[src/rtl/des_pkg.sv]
// Shared DES constants: permutation tables (1-based DES bit numbering),
// per-round shift amounts, key-schedule state enum and a generic
// table-driven permute used by both the key schedule and the round function.
package des_pkg;

  typedef enum logic {
    IDLE   = 1'b0,
    ACTIVE = 1'b1
  } ks_state_e;

  // A permutation table holds up to 64 one-based source bit numbers.
  // Entry [n-1] of an n-entry table describes output bit 1 (the MSB).
  typedef logic [63:0][7:0] perm_tbl_t;

  // PC-1: 64-bit key -> 56-bit C||D (parity bits dropped).
  localparam logic [55:0][7:0] PC1_TBL = {
    8'd57, 8'd49, 8'd41, 8'd33, 8'd25, 8'd17, 8'd9,
    8'd1,  8'd58, 8'd50, 8'd42, 8'd34, 8'd26, 8'd18,
    8'd10, 8'd2,  8'd59, 8'd51, 8'd43, 8'd35, 8'd27,
    8'd19, 8'd11, 8'd3,  8'd60, 8'd52, 8'd44, 8'd36,
    8'd63, 8'd55, 8'd47, 8'd39, 8'd31, 8'd23, 8'd15,
    8'd7,  8'd62, 8'd54, 8'd46, 8'd38, 8'd30, 8'd22,
    8'd14, 8'd6,  8'd61, 8'd53, 8'd45, 8'd37, 8'd29,
    8'd21, 8'd13, 8'd5,  8'd28, 8'd20, 8'd12, 8'd4
  };

  // PC-2: 56-bit C||D -> 48-bit round subkey.
  localparam logic [47:0][7:0] PC2_TBL = {
    8'd14, 8'd17, 8'd11, 8'd24, 8'd1,  8'd5,
    8'd3,  8'd28, 8'd15, 8'd6,  8'd21, 8'd10,
    8'd23, 8'd19, 8'd12, 8'd4,  8'd26, 8'd8,
    8'd16, 8'd7,  8'd27, 8'd20, 8'd13, 8'd2,
    8'd41, 8'd52, 8'd31, 8'd37, 8'd47, 8'd55,
    8'd30, 8'd40, 8'd51, 8'd45, 8'd33, 8'd48,
    8'd44, 8'd49, 8'd39, 8'd56, 8'd34, 8'd53,
    8'd46, 8'd42, 8'd50, 8'd36, 8'd29, 8'd32
  };

  // Left-rotation amount S(i) for round i, stored at index i-1.
  localparam logic [1:0] SHIFT_TBL [16] = '{
    2'd1, 2'd1, 2'd2, 2'd2, 2'd2, 2'd2, 2'd2, 2'd2,
    2'd1, 2'd2, 2'd2, 2'd2, 2'd2, 2'd2, 2'd2, 2'd1
  };

  // Generic DES permutation. src holds src_w valid bits in [src_w-1:0],
  // MSB = DES bit 1. The result holds dst_w bits in [dst_w-1:0], MSB-first.
  // Callers left-pad narrower tables with zero entries to 64 slots.
  function automatic logic [63:0] permute(input logic [63:0] src,
                                          input int         src_w,
                                          input perm_tbl_t  tbl,
                                          input int         dst_w);
    logic [63:0] res;
    logic [5:0]  idx;
    res = '0;
    idx = '0;
    for (int j = 0; j < 64; j++) begin
      if (j < dst_w) begin
        idx    = 6'(src_w - int'(tbl[j]));
        res[j] = src[idx];
      end
    end
    return res;
  endfunction

endpackage

[src/rtl/des_pc2.sv]
// PC-2 compression: registered 56-bit C||D to the 48-bit round subkey.
// Purely combinational.
module des_pc2 (
  input  logic [55:0] cd,
  output logic [47:0] subkey
);
  import des_pkg::*;

  // Select 48 of the 56 C||D bits in PC-2 order.
  always_comb begin
    subkey = 48'(permute({8'd0, cd}, 56, {128'd0, PC2_TBL}, 48));
  end

endmodule

[src/rtl/des_key_schedule.sv]
// Iterative DES key schedule. PC-1 is applied once when a schedule starts;
// afterwards each accepted subkey rotates the C/D halves toward the next
// round, and PC-2 of the registered C/D state drives the subkey output.
//
// Handshake: the subkey channel is valid/ready. subkey_valid is high for the
// whole ACTIVE state and never drops without a transfer; a transfer happens
// on a rising edge where subkey_valid && subkey_ready, and subkey/round hold
// their values on every edge without a transfer. The start channel uses
// start_ready as its ready: a start is accepted on an edge where
// start && start_ready, and is otherwise ignored (never queued).
//
// The round output is 4 bits wide, so round 16 reads as 4'd0 while
// subkey_valid is high; in IDLE round is 4'd0 with subkey_valid low.
module des_key_schedule #(
  parameter int unsigned CHECK_PARITY = 0
) (
  input  logic        clk,
  input  logic        rst,
  input  logic [63:0] key,
  input  logic        decrypt,
  input  logic        start,
  output logic        start_ready,
  output logic [47:0] subkey,
  output logic        subkey_valid,
  input  logic        subkey_ready,
  output logic [3:0]  round,
  output logic        done,
  output logic        parity_err
);
  import des_pkg::*;

  ks_state_e   state_q, state_d;
  logic [55:0] cd_q, cd_d;
  logic [4:0]  round_q, round_d;
  logic        dir_q, dir_d;
  logic        done_q, done_d;
  logic        parity_err_q, parity_err_d;

  logic [55:0] pc1_key;
  logic        key_parity_bad;
  logic        last_round;

  function automatic logic [27:0] rotl28(input logic [27:0] x,
                                         input logic [1:0]  s);
    case (s)
      2'd1:    return {x[26:0], x[27]};
      2'd2:    return {x[25:0], x[27:26]};
      default: return x;
    endcase
  endfunction

  function automatic logic [27:0] rotr28(input logic [27:0] x,
                                         input logic [1:0]  s);
    case (s)
      2'd1:    return {x[0], x[27:1]};
      2'd2:    return {x[1:0], x[27:2]};
      default: return x;
    endcase
  endfunction

  // PC-1 of the incoming key and the odd-parity check of its eight bytes.
  always_comb begin
    pc1_key        = 56'(permute(key, 64, {64'd0, PC1_TBL}, 56));
    key_parity_bad = 1'b0;
    for (int b = 0; b < 8; b++) begin
      if ((^key[8*b +: 8]) == 1'b0) key_parity_bad = 1'b1;
    end
  end

  // The last subkey is K16 when encrypting and K1 when decrypting.
  always_comb begin
    last_round = dir_q ? (round_q == 5'd1) : (round_q == 5'd16);
  end

  // Next-state logic for the schedule: start, advance and completion.
  always_comb begin
    state_d      = state_q;
    cd_d         = cd_q;
    round_d      = round_q;
    dir_d        = dir_q;
    done_d       = 1'b0;
    parity_err_d = parity_err_q;
    case (state_q)
      IDLE: begin
        if (start) begin
          state_d      = ACTIVE;
          dir_d        = decrypt;
          parity_err_d = (CHECK_PARITY != 0) && key_parity_bad;
          if (decrypt) begin
            // C16/D16 equals C0/D0 because the 16 rotations total 28.
            cd_d    = pc1_key;
            round_d = 5'd16;
          end else begin
            cd_d    = {rotl28(pc1_key[55:28], 2'd1), rotl28(pc1_key[27:0], 2'd1)};
            round_d = 5'd1;
          end
        end
      end
      ACTIVE: begin
        if (subkey_ready) begin
          if (last_round) begin
            state_d = IDLE;
            round_d = 5'd0;
            done_d  = 1'b1;
          end else if (dir_q) begin
            // Undo the rotation that produced the current round: S(round).
            round_d = round_q - 5'd1;
            cd_d    = {rotr28(cd_q[55:28], SHIFT_TBL[4'(round_q - 5'd1)]),
                       rotr28(cd_q[27:0],  SHIFT_TBL[4'(round_q - 5'd1)])};
          end else begin
            // Advance to round+1 with S(round+1), stored at index round.
            round_d = round_q + 5'd1;
            cd_d    = {rotl28(cd_q[55:28], SHIFT_TBL[round_q[3:0]]),
                       rotl28(cd_q[27:0],  SHIFT_TBL[round_q[3:0]])};
          end
        end
      end
      default: state_d = IDLE;
    endcase
  end

  // State registers with asynchronous active-low reset.
  always_ff @(posedge clk or negedge rst) begin
    if (!rst) begin
      state_q      <= IDLE;
      cd_q         <= '0;
      round_q      <= '0;
      dir_q        <= 1'b0;
      done_q       <= 1'b0;
      parity_err_q <= 1'b0;
    end else begin
      state_q      <= state_d;
      cd_q         <= cd_d;
      round_q      <= round_d;
      dir_q        <= dir_d;
      done_q       <= done_d;
      parity_err_q <= parity_err_d;
    end
  end

  des_pc2 u_pc2 (
    .cd     (cd_q),
    .subkey (subkey)
  );

  assign start_ready  = (state_q == IDLE);
  assign subkey_valid = (state_q == ACTIVE);
  assign round        = round_q[3:0];
  assign done         = done_q;
  assign parity_err   = parity_err_q;

endmodule

[config.mk]
export PLATFORM = sky130hd
export DESIGN_NAME = des_key_schedule
export DESIGN_NICKNAME = d
export VERILOG_FILES = /design/src/rtl/des_pkg.sv /design/src/rtl/des_pc2.sv /design/src/rtl/des_key_schedule.sv
export SDC_FILE = /design/constraint.sdc
export NUM_CORES = 1
export LEC_CHECK = 0
export CAP_MARGIN = 10
export CELL_PAD_IN_SITES_DETAIL_PLACEMENT = 0
export CELL_PAD_IN_SITES_GLOBAL_PLACEMENT = 1
export CORE_ASPECT_RATIO = 0.6
export CORE_MARGIN = 2
export CORE_UTILIZATION = 37
export CTS_CLUSTER_SIZE = 25
export DETAILED_ROUTE_END_ITERATION = 10
export PLACE_DENSITY_LB_ADDON = 0.1
export SLEW_MARGIN = 30
export SYNTH_ARGS = -nofsm -noshare
export SYNTH_HDL_FRONTEND = slang
export SYNTH_SLANG_ARGS = --single-unit
[constraint.sdc]
create_clock -name clk -period 2.9 [get_ports clk]
set_input_delay 0.87 -clock clk [delete_from_list [all_inputs] [get_ports clk]]
set_output_delay 0.87 -clock clk [all_outputs]
set_load 0.05 [all_outputs]
==> metrics.txt, run 1 <==
Ys Warns 0; top cell type's share of synthesized area 27.0%; Rows 35; cts bufs inserted 9; CP Capture Type flop; crit start category flop; Hold Path Class in -> async; count of different cell masters after synthesis 34; CTS Root Cell clkbuf_16; WL final roughly 17000 um; via/cell ratio between 5 and 6; GRT Total Usage about a fifth; Max Fclk about 350 MHz; Antenna Violating Nets Remaining 0; ant diodes 0; Hold Buf Count CTS 0; Worst-Margin Slew around 0.84 ns; total negative slack 0 ns; I/O Buffers roughly 120; CTS clk-pin slew, worst paths 0.06 ns; Clk Latency, worst-skew pair ~0.33 ns; Die Area about 17000 um^2; clock sink count 64; residual DRC count 8; register area share after synthesis ~27%; Critical Path RT a little over 3 ns; Synth Cell Area 5920 um^2; 1st-iter DRT viols around 210; Synth top cells by count 129 x mux2_2, 64 x dfrtp_1, 61 x mux2i_1; final setup margin 0.0307 ns; vias in the first global route between 4k and 5k; top-count cell post-synth mux2_2; CP arrival 3.08 ns; max incr delay on CP approximately 0.4 ns; footprint of the multi-input gates slightly below 4000 um^2; CP most frequent cell ha_4; Net Count, Synth 643; drt pass-1 iters 7; Final Cycle Share a little over nine tenths; I/O pin cnt roughly 130; r2r setup slk between 0.03 and 0.04 ns; EDFF count, synth 0; Max Slew Vio Count 0; routability congestion estimate between 0.7 and 0.8; TritonCTS clock tree built; initial antenna violation count 0; crit path kind reg -> reg; worst-path fanout max 5; initial core utilization 38.2%; nets@finish a little over 700; largest area contributor in the netlist dfrtp_1; mean post-synth cell area about 10 um^2; CTS H-Tree Depth 3; CTS max path bufs 2; total number of vias 4559; synth top area cells dfrtp_1 27%, mux2_2 25%, mux2i_1 10%; Post-synth top flop dfrtp_1; largest net degree at the start of global routing 68; max_cap viols 0; cells after synthesis about 570; hpwl dp about 11000 um; grt total ovfl 0; Seq cells post-synth 64; Final min period about 2.9 ns; RSZ-0062 raised after global routing true; # setup viols final 0; Slew HR a little over two fifths; FF+latch area 1600 um^2; clk_skew 0.00658 ns; Crit-path slowest cell dfrtp_1; dpl ws -0.105 ns; failing checks design-rule violations; status finished with violations; worst path cell trace buf_6, clkinvlp_4, ha_4, a21boi_2, a211o_1, ha_4, mux2i_2, a41o_4, buf_12, clkbuf_16, mux2_2; Fillers between 1k and 1.5k; Core ar. around 16000 um^2; global-route wire length before repair 25900 um; Die H between 100 and 150 um; Area Overhead vs Synth 30.2%; die width roughly 170 um; drt wl/cell 20.2 um; layout cells sized above 1 around two fifths; FFs w/ async S/R, synth 100%; Fin. Hold Viols 0
-- worst max-delay path, delay by kind of cell, from the launching register on --
| family | cells | cell delay [ns] |
|---|---|---|
| flops | 1 | 0.41 |
| compound gates | 3 | 0.65 |
| buf+inv | 4 | 0.61 |
| fa+ha+maj | 2 | 0.60 |
| mux | 2 | 0.49 |
-- state kept, by name, summed over array words and instances (netlist names) --
| name | cells |
|---|---|
| round_q | 5 |
| cd_q | 56 |
| done | 1 |
| subkey_valid | 1 |
| dir_q | 1 |
-- worst paths after layout --
kind / from / endpoint / cells past startpoint
min: rst / cd_q[12] / 2
min in group clk: cd_q[34] / cd_q[34] / 1
max reg2reg: round_q[1] / cd_q[30] / 11
max: round_q[1] / cd_q[30] / 11
max in group asynchronous: rst / subkey_valid / 2
min reg2reg: cd_q[34] / cd_q[34] / 1
-- what timing repair did --
action,CTS,global route
pin swaps,1,3
setup endpoints to repair,56,56
gates cloned,0,8
buffers inserted,0,12
gates resized for setup,4,24
-- cell type report --
type	instances	share of cell area, %
sequential	64	20.8
tap	203	3.29
clock buffer	12	3.45
timing repair buffer	152	21.7
clock inverter	3	0.519
multi-input combinational	399	50.0
inverter	3	0.243
-- metrics by stage --
stage / utilization, % / instances / hold slack, ns / instance area [um^2]
6_report: 49.8 / 836 / 0.533 / 7720
5_1_grt: 49.8 / 836 / 0.582 / 7720
4_1_cts: 47.2 / 816 / 0.560 / 7310
3_5_place_dp: 45.0 / 801 / 0.575 / 6980
3_3_place_gp: 45.0 / 801 / 0.560 / 6980
2_1_floorplan: - / 566 / 0.529 / 5930
-- layer usage --
metal	vias to the layer above	GRT usage, %	wire length [um]
met5	-	0	0
met4	0	3.14	84
met1	2257	28.7	9080
met3	8	4.61	842
li1	2202	-	-
met2	92	27.8	6900
-- cell usage in the layout (no fill, tap or decap), types with 2 or more instances in the layout --
master and count:
mux2_2 129, clkdlybuf4s50_1 113, dfrtp_1 62, a21oi_1 60
mux2i_1 60, o22ai_1 53, mux2_4 40, buf_4 18
clkbuf_16 16, buf_12 10, nor2_1 6, nand2_1 5
ha_4 5, o22ai_2 4, o21ai_0 3, clkbuf_8 3
a211o_1 2, nand3_1 2, o21a_1 2, clkinvlp_4 2
nand3b_1 2, ha_2 2, clkinv_2 2, buf_6 2
buf_2 2, dfrtp_2 2
-- cells by family after synthesis --
kind of cell	synth area share (%)
fa+ha+maj	1.69
buf+inv	10.6
compound gates	13.0
mux	45.0
other cells	0.0633
simple gates	2.05
flops	27.0
xor+xnor	0.591
Power of run 1 is not shown: default switching activity piles up to over one toggle a cycle in this logic, so the estimate is an artifact.
==> inputs of run 2 (changes only) <==
- CAP_MARGIN: 10 -> 20
==> results of run 2 <==
Final layout, timing and power as in run 1 (identical DEF).
Power of run 2 is left out for the same reason.
